[src/rtl/vga_draw_arbiter.sv]
// Round-robin arbiter that owns the VGA pixel port and fills one
// requester's rectangle at a time, one pixel per cycle, clipped to the screen.
module vga_draw_arbiter #(
    parameter int NREQ = 3,
    parameter int XMAX = 320,
    parameter int YMAX = 240
) (
    input  logic              clk,
    input  logic              rst,
    input  logic [NREQ-1:0]   req,
    input  logic [9*NREQ-1:0] rx0,
    input  logic [8*NREQ-1:0] ry0,
    input  logic [9*NREQ-1:0] rw,
    input  logic [8*NREQ-1:0] rh,
    input  logic [3*NREQ-1:0] rcolor,
    output logic [NREQ-1:0]   grant,
    output logic [NREQ-1:0]   done,
    output logic              busy,
    output logic [8:0]        x,
    output logic [7:0]        y,
    output logic [2:0]        color,
    output logic              plot
);

    localparam int LGW = (NREQ > 1) ? $clog2(NREQ) : 1;
    localparam logic [9:0] XLIM = 10'(XMAX);
    localparam logic [8:0] YLIM = 9'(YMAX);

    typedef enum logic [1:0] {
        IDLE,
        LOAD,
        DRAW,
        FINISH
    } state_t;

    state_t          state, state_n;
    logic [LGW-1:0]  owner, owner_n;
    logic [LGW-1:0]  last_grant, last_grant_n;
    logic            mask_on, mask_on_n;
    logic [8:0]      x0, x0_n, w, w_n, cx, cx_n;
    logic [7:0]      y0, y0_n, h, h_n, cy, cy_n;
    logic [2:0]      col, col_n;
    logic [NREQ-1:0] grant_n, done_n;
    logic            busy_n, plot_n;
    logic [8:0]      x_n;
    logic [7:0]      y_n;
    logic [2:0]      color_n;

    logic [8:0] rx0_a [NREQ];
    logic [7:0] ry0_a [NREQ];
    logic [8:0] rw_a  [NREQ];
    logic [7:0] rh_a  [NREQ];
    logic [2:0] rc_a  [NREQ];

    for (genvar i = 0; i < NREQ; i++) begin : g_unpack
        assign rx0_a[i] = rx0[9*i +: 9];
        assign ry0_a[i] = ry0[8*i +: 8];
        assign rw_a[i]  = rw[9*i +: 9];
        assign rh_a[i]  = rh[8*i +: 8];
        assign rc_a[i]  = rcolor[3*i +: 3];
    end

    logic [NREQ-1:0] elig;
    logic            win_found;
    logic [LGW-1:0]  win_idx;

    // Round-robin pick starting just after the last owner; the
    // previous owner is masked for the single IDLE cycle after FINISH.
    always_comb begin
        int idx;
        idx       = 0;
        elig      = req;
        win_found = 1'b0;
        win_idx   = '0;
        if (mask_on) elig[last_grant] = 1'b0;
        for (int k = 1; k <= NREQ; k++) begin
            idx = (int'(last_grant) + k) % NREQ;
            if (!win_found && elig[LGW'(idx)]) begin
                win_found = 1'b1;
                win_idx   = LGW'(idx);
            end
        end
    end

    logic       emit, last_px;
    logic [8:0] bx, ox, ncx;
    logic [7:0] by, oy, ncy;
    logic [2:0] bc;
    logic [9:0] sx;
    logic [8:0] sy;

    // Next-state and next-output logic; every output is registered.
    always_comb begin
        state_n      = state;
        owner_n      = owner;
        last_grant_n = last_grant;
        mask_on_n    = 1'b0;
        x0_n         = x0;
        y0_n         = y0;
        w_n          = w;
        h_n          = h;
        col_n        = col;
        cx_n         = cx;
        cy_n         = cy;
        grant_n      = grant;
        done_n       = '0;
        plot_n       = 1'b0;
        x_n          = x;
        y_n          = y;
        color_n      = color;
        emit         = 1'b0;
        bx           = x0;
        by           = y0;
        ox           = cx;
        oy           = cy;
        bc           = col;
        last_px      = (cx == w - 9'd1) && (cy == h - 8'd1);
        if (cx == w - 9'd1) begin
            ncx = 9'd0;
            ncy = cy + 8'd1;
        end else begin
            ncx = cx + 9'd1;
            ncy = cy;
        end

        unique case (state)
            IDLE: begin
                if (win_found) begin
                    state_n = LOAD;
                    owner_n = win_idx;
                    grant_n = {{(NREQ-1){1'b0}}, 1'b1} << win_idx;
                end
            end
            LOAD: begin
                x0_n  = rx0_a[owner];
                y0_n  = ry0_a[owner];
                w_n   = rw_a[owner];
                h_n   = rh_a[owner];
                col_n = rc_a[owner];
                cx_n  = 9'd0;
                cy_n  = 8'd0;
                if (rw_a[owner] == 9'd0 || rh_a[owner] == 8'd0) begin
                    state_n = FINISH;
                    done_n  = grant;
                end else begin
                    state_n = DRAW;
                    emit    = 1'b1;
                    bx      = rx0_a[owner];
                    by      = ry0_a[owner];
                    ox      = 9'd0;
                    oy      = 8'd0;
                    bc      = rc_a[owner];
                end
            end
            DRAW: begin
                if (last_px) begin
                    state_n = FINISH;
                    done_n  = grant;
                end else begin
                    cx_n = ncx;
                    cy_n = ncy;
                    emit = 1'b1;
                    ox   = ncx;
                    oy   = ncy;
                end
            end
            FINISH: begin
                state_n      = IDLE;
                grant_n      = '0;
                last_grant_n = owner;
                mask_on_n    = 1'b1;
            end
            default: state_n = IDLE;
        endcase

        sx = {1'b0, bx} + {1'b0, ox};
        sy = {1'b0, by} + {1'b0, oy};
        if (emit && sx < XLIM && sy < YLIM) begin
            plot_n  = 1'b1;
            x_n     = sx[8:0];
            y_n     = sy[7:0];
            color_n = bc;
        end
        busy_n = (state_n != IDLE);
    end

    // State and output registers with synchronous reset.
    always_ff @(posedge clk) begin
        if (rst) begin
            state      <= IDLE;
            owner      <= '0;
            last_grant <= LGW'(NREQ - 1);
            mask_on    <= 1'b0;
            x0         <= '0;
            y0         <= '0;
            w          <= '0;
            h          <= '0;
            col        <= '0;
            cx         <= '0;
            cy         <= '0;
            grant      <= '0;
            done       <= '0;
            busy       <= 1'b0;
            plot       <= 1'b0;
            x          <= '0;
            y          <= '0;
            color      <= '0;
        end else begin
            state      <= state_n;
            owner      <= owner_n;
            last_grant <= last_grant_n;
            mask_on    <= mask_on_n;
            x0         <= x0_n;
            y0         <= y0_n;
            w          <= w_n;
            h          <= h_n;
            col        <= col_n;
            cx         <= cx_n;
            cy         <= cy_n;
            grant      <= grant_n;
            done       <= done_n;
            busy       <= busy_n;
            plot       <= plot_n;
            x          <= x_n;
            y          <= y_n;
            color      <= color_n;
        end
    end

endmodule

[config.mk]
export PLATFORM = sky130hd
export DESIGN_NAME = vga_draw_arbiter
export DESIGN_NICKNAME = d
export VERILOG_FILES = /design/src/rtl/vga_draw_arbiter.sv
export SDC_FILE = /design/constraint.sdc
export NUM_CORES = 1
export LEC_CHECK = 0
export CORE_ASPECT_RATIO = 1.75
export CORE_MARGIN = 2
export CORE_UTILIZATION = 53
export CTS_BUF_LIST = sky130_fd_sc_hd__clkbuf_8
export CTS_CLUSTER_DIAMETER = 50
export DETAILED_ROUTE_END_ITERATION = 16
export PLACE_DENSITY = 0.81
export SETUP_SLACK_MARGIN = 0.02
export SKIP_LAST_GASP = 1
export SYNTH_ARGS = -nofsm -noshare
export SYNTH_HDL_FRONTEND = slang
export SYNTH_SLANG_ARGS = --single-unit
[constraint.sdc]
create_clock -name clk -period 6.67 [get_ports clk]
set_input_delay 0.667 -clock clk [delete_from_list [all_inputs] [get_ports clk]]
set_output_delay 0.667 -clock clk [all_outputs]
set_load 0.02 [all_outputs]
* Yosys cells after proc, flatten, opt, wreduce, memory -nomap -nowiden
Index checks and enable logic that the tools add are counted.
** Storage, ports and cells
- Flip-flop bits (word level) :: 89
- Word-level logic and storage cells :: 128
- Output and inout port bits :: 28
- Bits of input ports :: 116
** Cells by class
- Add/subtract/negate cells :: 9
- Order comparisons :: 8
- Mux-type cells :: 63
- Bitwise operators :: 3
- Reductions and logical operators :: 17
- Divide/modulo/power cells :: 3
- Shift-type cells :: 1
- Equal/unequal tests :: 6
** Operators with widths (count)
- $mod A32 B3 Y32 const B :: 3
- $mux W9 :: 9
- $mux W8 :: 9
- $bmux W9 S2 :: 2
- $pmux W9 S2 :: 2
- $bmux W8 S2 :: 2
- $pmux W8 S2 :: 2
- $mux W3 :: 8
- $mux W1 :: 15
- $lt A2 B4 Y1 const B :: 3
- $pmux W3 S2 :: 2
- $add A9 B9 Y10 :: 1
- $lt A10 B9 Y1 const B :: 1
- $mux W2 :: 5
- $add A8 B8 Y9 :: 1
- $add A9 B1 Y9 const B :: 1
- $eq A9 B9 Y1 :: 1
- $logic_not A9 Y1 :: 1
- $lt A9 B8 Y1 const B :: 1
- $sub A9 B1 Y9 const B :: 1
- $add A8 B1 Y8 const B :: 1
- $eq A8 B8 Y1 :: 1
- $logic_not A8 Y1 :: 1
- $pmux W2 S4 :: 1
- other kinds (23) :: 36

* Logic depth before layout (Yosys ltp)
Gate-level depths: netlist of the first run.
- Depth in word-level cells :: 20
- Mapped depth :: 22
- Depth with buffers taken out :: 18

* Least setup slack after synthesis of the first run
Ideal clock, no wire load.
- Kind :: register -> register
- Start :: register owner[1]
- End :: register y[3]
- Data required time :: 6549 ps
- Period minus slack after synthesis :: 4903 ps
- Buffers on the path :: 4
- Setup time :: 121 ps
- Path slack :: 1767 ps
- Data arrival time :: 4782 ps
- Cell stages (with the launch flop) :: 21
- Cells stage by stage :: dfxtp_1 clkbuf_1 buf_1 mux2i_1 a2bb2oi_1 nand4_1 or3_1 and2_1 buf_2 buf_1 nor2_1 a21oi_1 ha_1 fa_1 a211oi_1 nor2_1 or4_1 o311ai_0 a31oi_1 o211ai_4 mux2_2
** On the way
- Word-level cells in the longest chain between the ends :: 12
- Elaborated cells on any way between the ends :: 32
- Classes of those cells :: add/sub (2); order compare (2); mux (22); bitwise (1); reduce/logical (5)
** Ends and longest elaborated chain
- start, declared :: line 37 : logic [LGW-1:0] owner, owner_n;
- start signal, assigned :: line 210 : owner <= owner_n;
- $not A2 Y3 (implied by the code) (*) :: line 142, 148, 149
- $bmux W9 S2 or $bmux W8 S2 (tied branches) :: line 142 : if (rw_a[owner] == 9'd0 || rh_a[owner] == 8'd0) begin
- $mux W9 (implied by the code) or $mux W8 (tied branches) (2 in series) :: line 142
- $logic_not A9 Y1 or $logic_not A8 Y1 (tied branches) :: line 142
- $logic_or A1 B1 Y1 :: line 142
- $mux W9 :: line 142
- $pmux W9 S2 or $mux W9 (tied branches) :: line 126 : unique case (state)
- $add A9 B9 Y10 :: line 176 : sx = {1'b0, bx} + {1'b0, ox};
- $lt A10 B9 Y1 :: line 178 : if (emit && sx < XLIM && sy < YLIM) begin
- $logic_and A1 B1 Y1 (2 in series) :: line 178
- end signal, assigned :: line 225 : y <= y_n;
- end, declared :: line 20 : output logic [7:0] y,
Every way passes the cells marked *; elsewhere a longest branch is shown, timed or not. The select of a mux whose other input is x is not followed.
A chain may end at the register's enable or synchronous reset.

* Worst setup path in the final report of the first run
- Start :: register owner[1]
- End :: register y[0]
The elaborated chain is that of the path after synthesis.

==> impl_metrics.csv, run 1 <==
group,metric,value,unit
finish,fin_nets,1066,
floorplanning,rows,53,
synthesis,avgSynthCellArea,8.01,µm²
timing,worst_pin_slew,1.05,ns
clock_tree,cts_tree,"done",
worst_setup_path,reg2reg_depth,15,
worst_setup_path,slowest_stage,"dfxtp_2",
worst_setup_path,crit_chain,"nor2b_2, a2bb2oi_1, nand4_1, or3_1, a21boi_0, nor2_1, a31oi_1, ha_1, a211oi_1, o21ai_0, a21oi_1, xnor2_1, a31oi_1, o211a_1, mux2i_1",
run_status,status,"finished clean",
worst_setup_path,cp_common_cell,"a31oi_1",
worst_setup_path,reg2reg_slack,0.52,ns
place,port_buffers,143,
floorplanning,fp.coreArea,11900,µm²
timing,rsz0062_at_grt,"no",
drt,drtIter0Drc,497,
clock_tree,clkSinkCount,89,
drt,totalWireLength,19.0,mm
timing,tns,0,ns
synthesis,netlist_instances,808,
min_path,hp-start,"x[3]",
clock_tree,h-tree-depth,3,
synthesis,synth-main-ff-cell,"dfxtp_1",
global_routing,overflow,0,
floorplanning,design.die.area,13100,µm²
power,p_leak,3.10,nW
synthesis,async_flop_share,0,
timing,fmax,163,MHz
synthesis,synth_nets,956,
timing,relSlewSlack,0.282,
global_routing,grt_pass1_vias,6555,
finish,multi_input_area,4380,µm²
worst_setup_path,r2r-start,"owner[1]",
synthesis,ys_ff_latch,89,
finish,drive_above_1_share,0.0564,
finish,diodes,0,
timing,slew_violations,0,
drt,route.vias.total,6604,
finish,mostFrequentLayoutCells,"clkdlybuf4s50_1 (142), nor2_1 (100), dfxtp_1 (88)",
worst_setup_path,crit_type,"reg2reg",
clock_tree,clkTransAtPathRegs,0.09,ns
synthesis,synth_edf_count,0,
finish,fillers,984,
timing,post-route-period-util,0.923,
finish,areaGrowthSynthToFinish,25.9,%
clock_tree,cts_buffer_depth,2,
clock_tree,cts_root_buf,"clkbuf_8",
synthesis,yosysWarningCount,0,
timing,fin_skew,0.0187,ns
clock_tree,cts_buffers,9,
place,dp.final_hpwl,14.3,mm
drt,via_per_inst,6.24,
global_routing,grt_max_degree,76,
global_routing,gr-usage-all-layers,0.289,
place,preCtsSetupSlack,0.631,ns
power,power,0.00272,W
min_path,min_path_type,"reg2reg",
synthesis,netlist_area,6470,µm²
power,p_per_area,334,nW/µm²
worst_setup_path,crit_arrival,6.45,ns
timing,layout_setup_ws,0.516,ns
timing,period_minus_slack,6.15,ns
synthesis,synth_cell_types,80,
drt,wl_per_cell,17.9,µm
finish,final_common_cell,"clkdlybuf4s50_1",
worst_setup_path,worstSetupEndpointType,"flip-flop",
worst_setup_path,cpPeakStageDelay,0.86,ns
worst_setup_path,r2r-end,"y[0]",
timing,setup_viol,0,
floorplanning,die_x,87.5,µm
floorplanning,die_y,150,µm
worst_setup_path,cp.required,6.96,ns
drt,drcViolationCount,0,
min_path,hold_path_end,"x[3]",
clock_tree,cts_resized,0,
worst_setup_path,crit_fanout,26,
min_path,whs_path_depth,2,
timing,hold_viol,0,
global_routing,antenna_found_initial,0,
place,place.gp.congestion,0.911,
flow_run,maxCapViolCount,0,
clock_tree,clk_latency,0.37,ns
finish,ff_latch_area,1780,µm²
clock_tree,cts_setup_buffers,0,
drt,firstDrtPassIters,5,
worst_setup_path,worstSetupStartpointType,"flip-flop",
global_routing,grt_pass1_wl,30.8,mm
floorplanning,start_util,0.542,
synthesis,seq_area_frac_synth,0.275,
power,irDropWorstVdd,0.212,mV
clock_tree,cts_hold_buffers,0,
drt,drt.antenna.violating_nets,0,
floorplanning,pin_count,144,
registers in the layout, summed over array words and instances, names as in the netlist, 8 cells and up:
signal / count
cx: 9
cy: 8
h: 8
w: 9
x: 9
x0: 9
y: 8
y0: 8
cell type report:
cell class                      instances  share of cell area
Inverter                               28              0.0129
Tap cell                              137              0.0210
Sequential cell                        89               0.219
Clock buffer                           10              0.0169
Clock inverter                          5             0.00998
Multi-Input combinational cell        638               0.537
Timing Repair Buffer                  152               0.183
layer usage:
| metal | share of wire | GRT usage | vias to the layer above |
|---|---|---|---|
| met2 | 0.53 | 0.532 | 278 |
| met3 | 0.056 | 0.0406 | 37 |
| met1 | 0.39 | 0.332 | 3070 |
| met5 | 0 | 0 | - |
| li1 | - | - | 3219 |
| met4 | 0.025 | 0.104 | 0 |
worst max path at each step:
stage                 to  depth (start not counted)  slack, ns      from
finish              y[0]                         15       0.52  owner[1]
global route        y[7]                         15       0.15  owner[1]
CTS                 y[7]                         15       0.60  owner[1]
detailed placement  y[0]                         15       0.63  owner[1]
global placement    y[0]                         16       0.72    rw[22]
floorplan           y[3]                         20       1.77  owner[1]
power breakdown:
group / total, W / switching (W) / internal, W
logic: 0.00153 / 0.000914 / 0.000620
registers: 0.000772 / 0.000113 / 0.000659
clock network: 0.000414 / 0.000194 / 0.000219
total: 0.00272 / 0.00122 / 0.00150
worst max-delay path, delay by kind of cell (launching register included):
kind / cells / cell delay, ns
multiplexers: 1 / 0.25
AND/OR/NAND/NOR: 4 / 1.31
adder cells (fa/ha/maj): 1 / 0.32
flip-flops: 1 / 0.86
AO/OA/AOI/OAI: 8 / 3.21
XOR/XNOR: 1 / 0.14
cell usage after synthesis, drive strengths merged (8+ instances only):
| cell type | number | area, µm² |
|---|---|---|
| nor3 | 11 | 71.3 |
| nor2 | 100 | 375 |
| o211ai | 12 | 104 |
| a311oi | 9 | 85.1 |
| xor2 | 9 | 78.8 |
| buf | 16 | 72.6 |
| a31oi | 18 | 128 |
| a2bb2oi | 18 | 158 |
| dfxtp | 89 | 1780 |
| nand2 | 68 | 255 |
| nand4 | 8 | 50.1 |
| inv | 28 | 105 |
| o21ai | 25 | 125 |
| ha | 30 | 375 |
| nand3 | 25 | 138 |
| clkbuf | 37 | 139 |
| a21oi | 65 | 325 |
| mux2i | 53 | 531 |
| a211oi | 49 | 368 |
| xnor2 | 17 | 156 |
per-stage QoR:
| stage | hold slack, ns | instances | area [µm²] | utilization |
|---|---|---|---|---|
| after CTS | 0.471 | 1059 | 8150 | 0.683 |
| after floorplan | 0.463 | 808 | 6470 | - |
| after detailed placement | 0.455 | 1044 | 7930 | 0.665 |
| final | 0.462 | 1059 | 8150 | 0.683 |
| after global placement | 0.443 | 1044 | 7930 | 0.665 |
| after global routing | 0.492 | 1059 | 8150 | 0.683 |
cell families (layout without fill, tap and decap cells):
kind of cell / count (synthesis) / after routing / share of synthesized area
AND/OR/NAND/NOR: 265 / 265 / 0.200
buffers and inverters: 81 / 195 / 0.0489
adder cells (fa/ha/maj): 34 / 34 / 0.0673
flip-flops: 89 / 89 / 0.275
AO/OA/AOI/OAI: 256 / 256 / 0.284
XOR/XNOR: 26 / 26 / 0.0363
multiplexers: 57 / 57 / 0.0889
(Power assumes the default switching activity.)
==> run 2: changes to the inputs <==
Settings changed: SKIP_CTS_REPAIR_TIMING set to 1.
==> results of run 2 <==
Same layout as run 1: the final DEF is identical, and so are final timing and power.
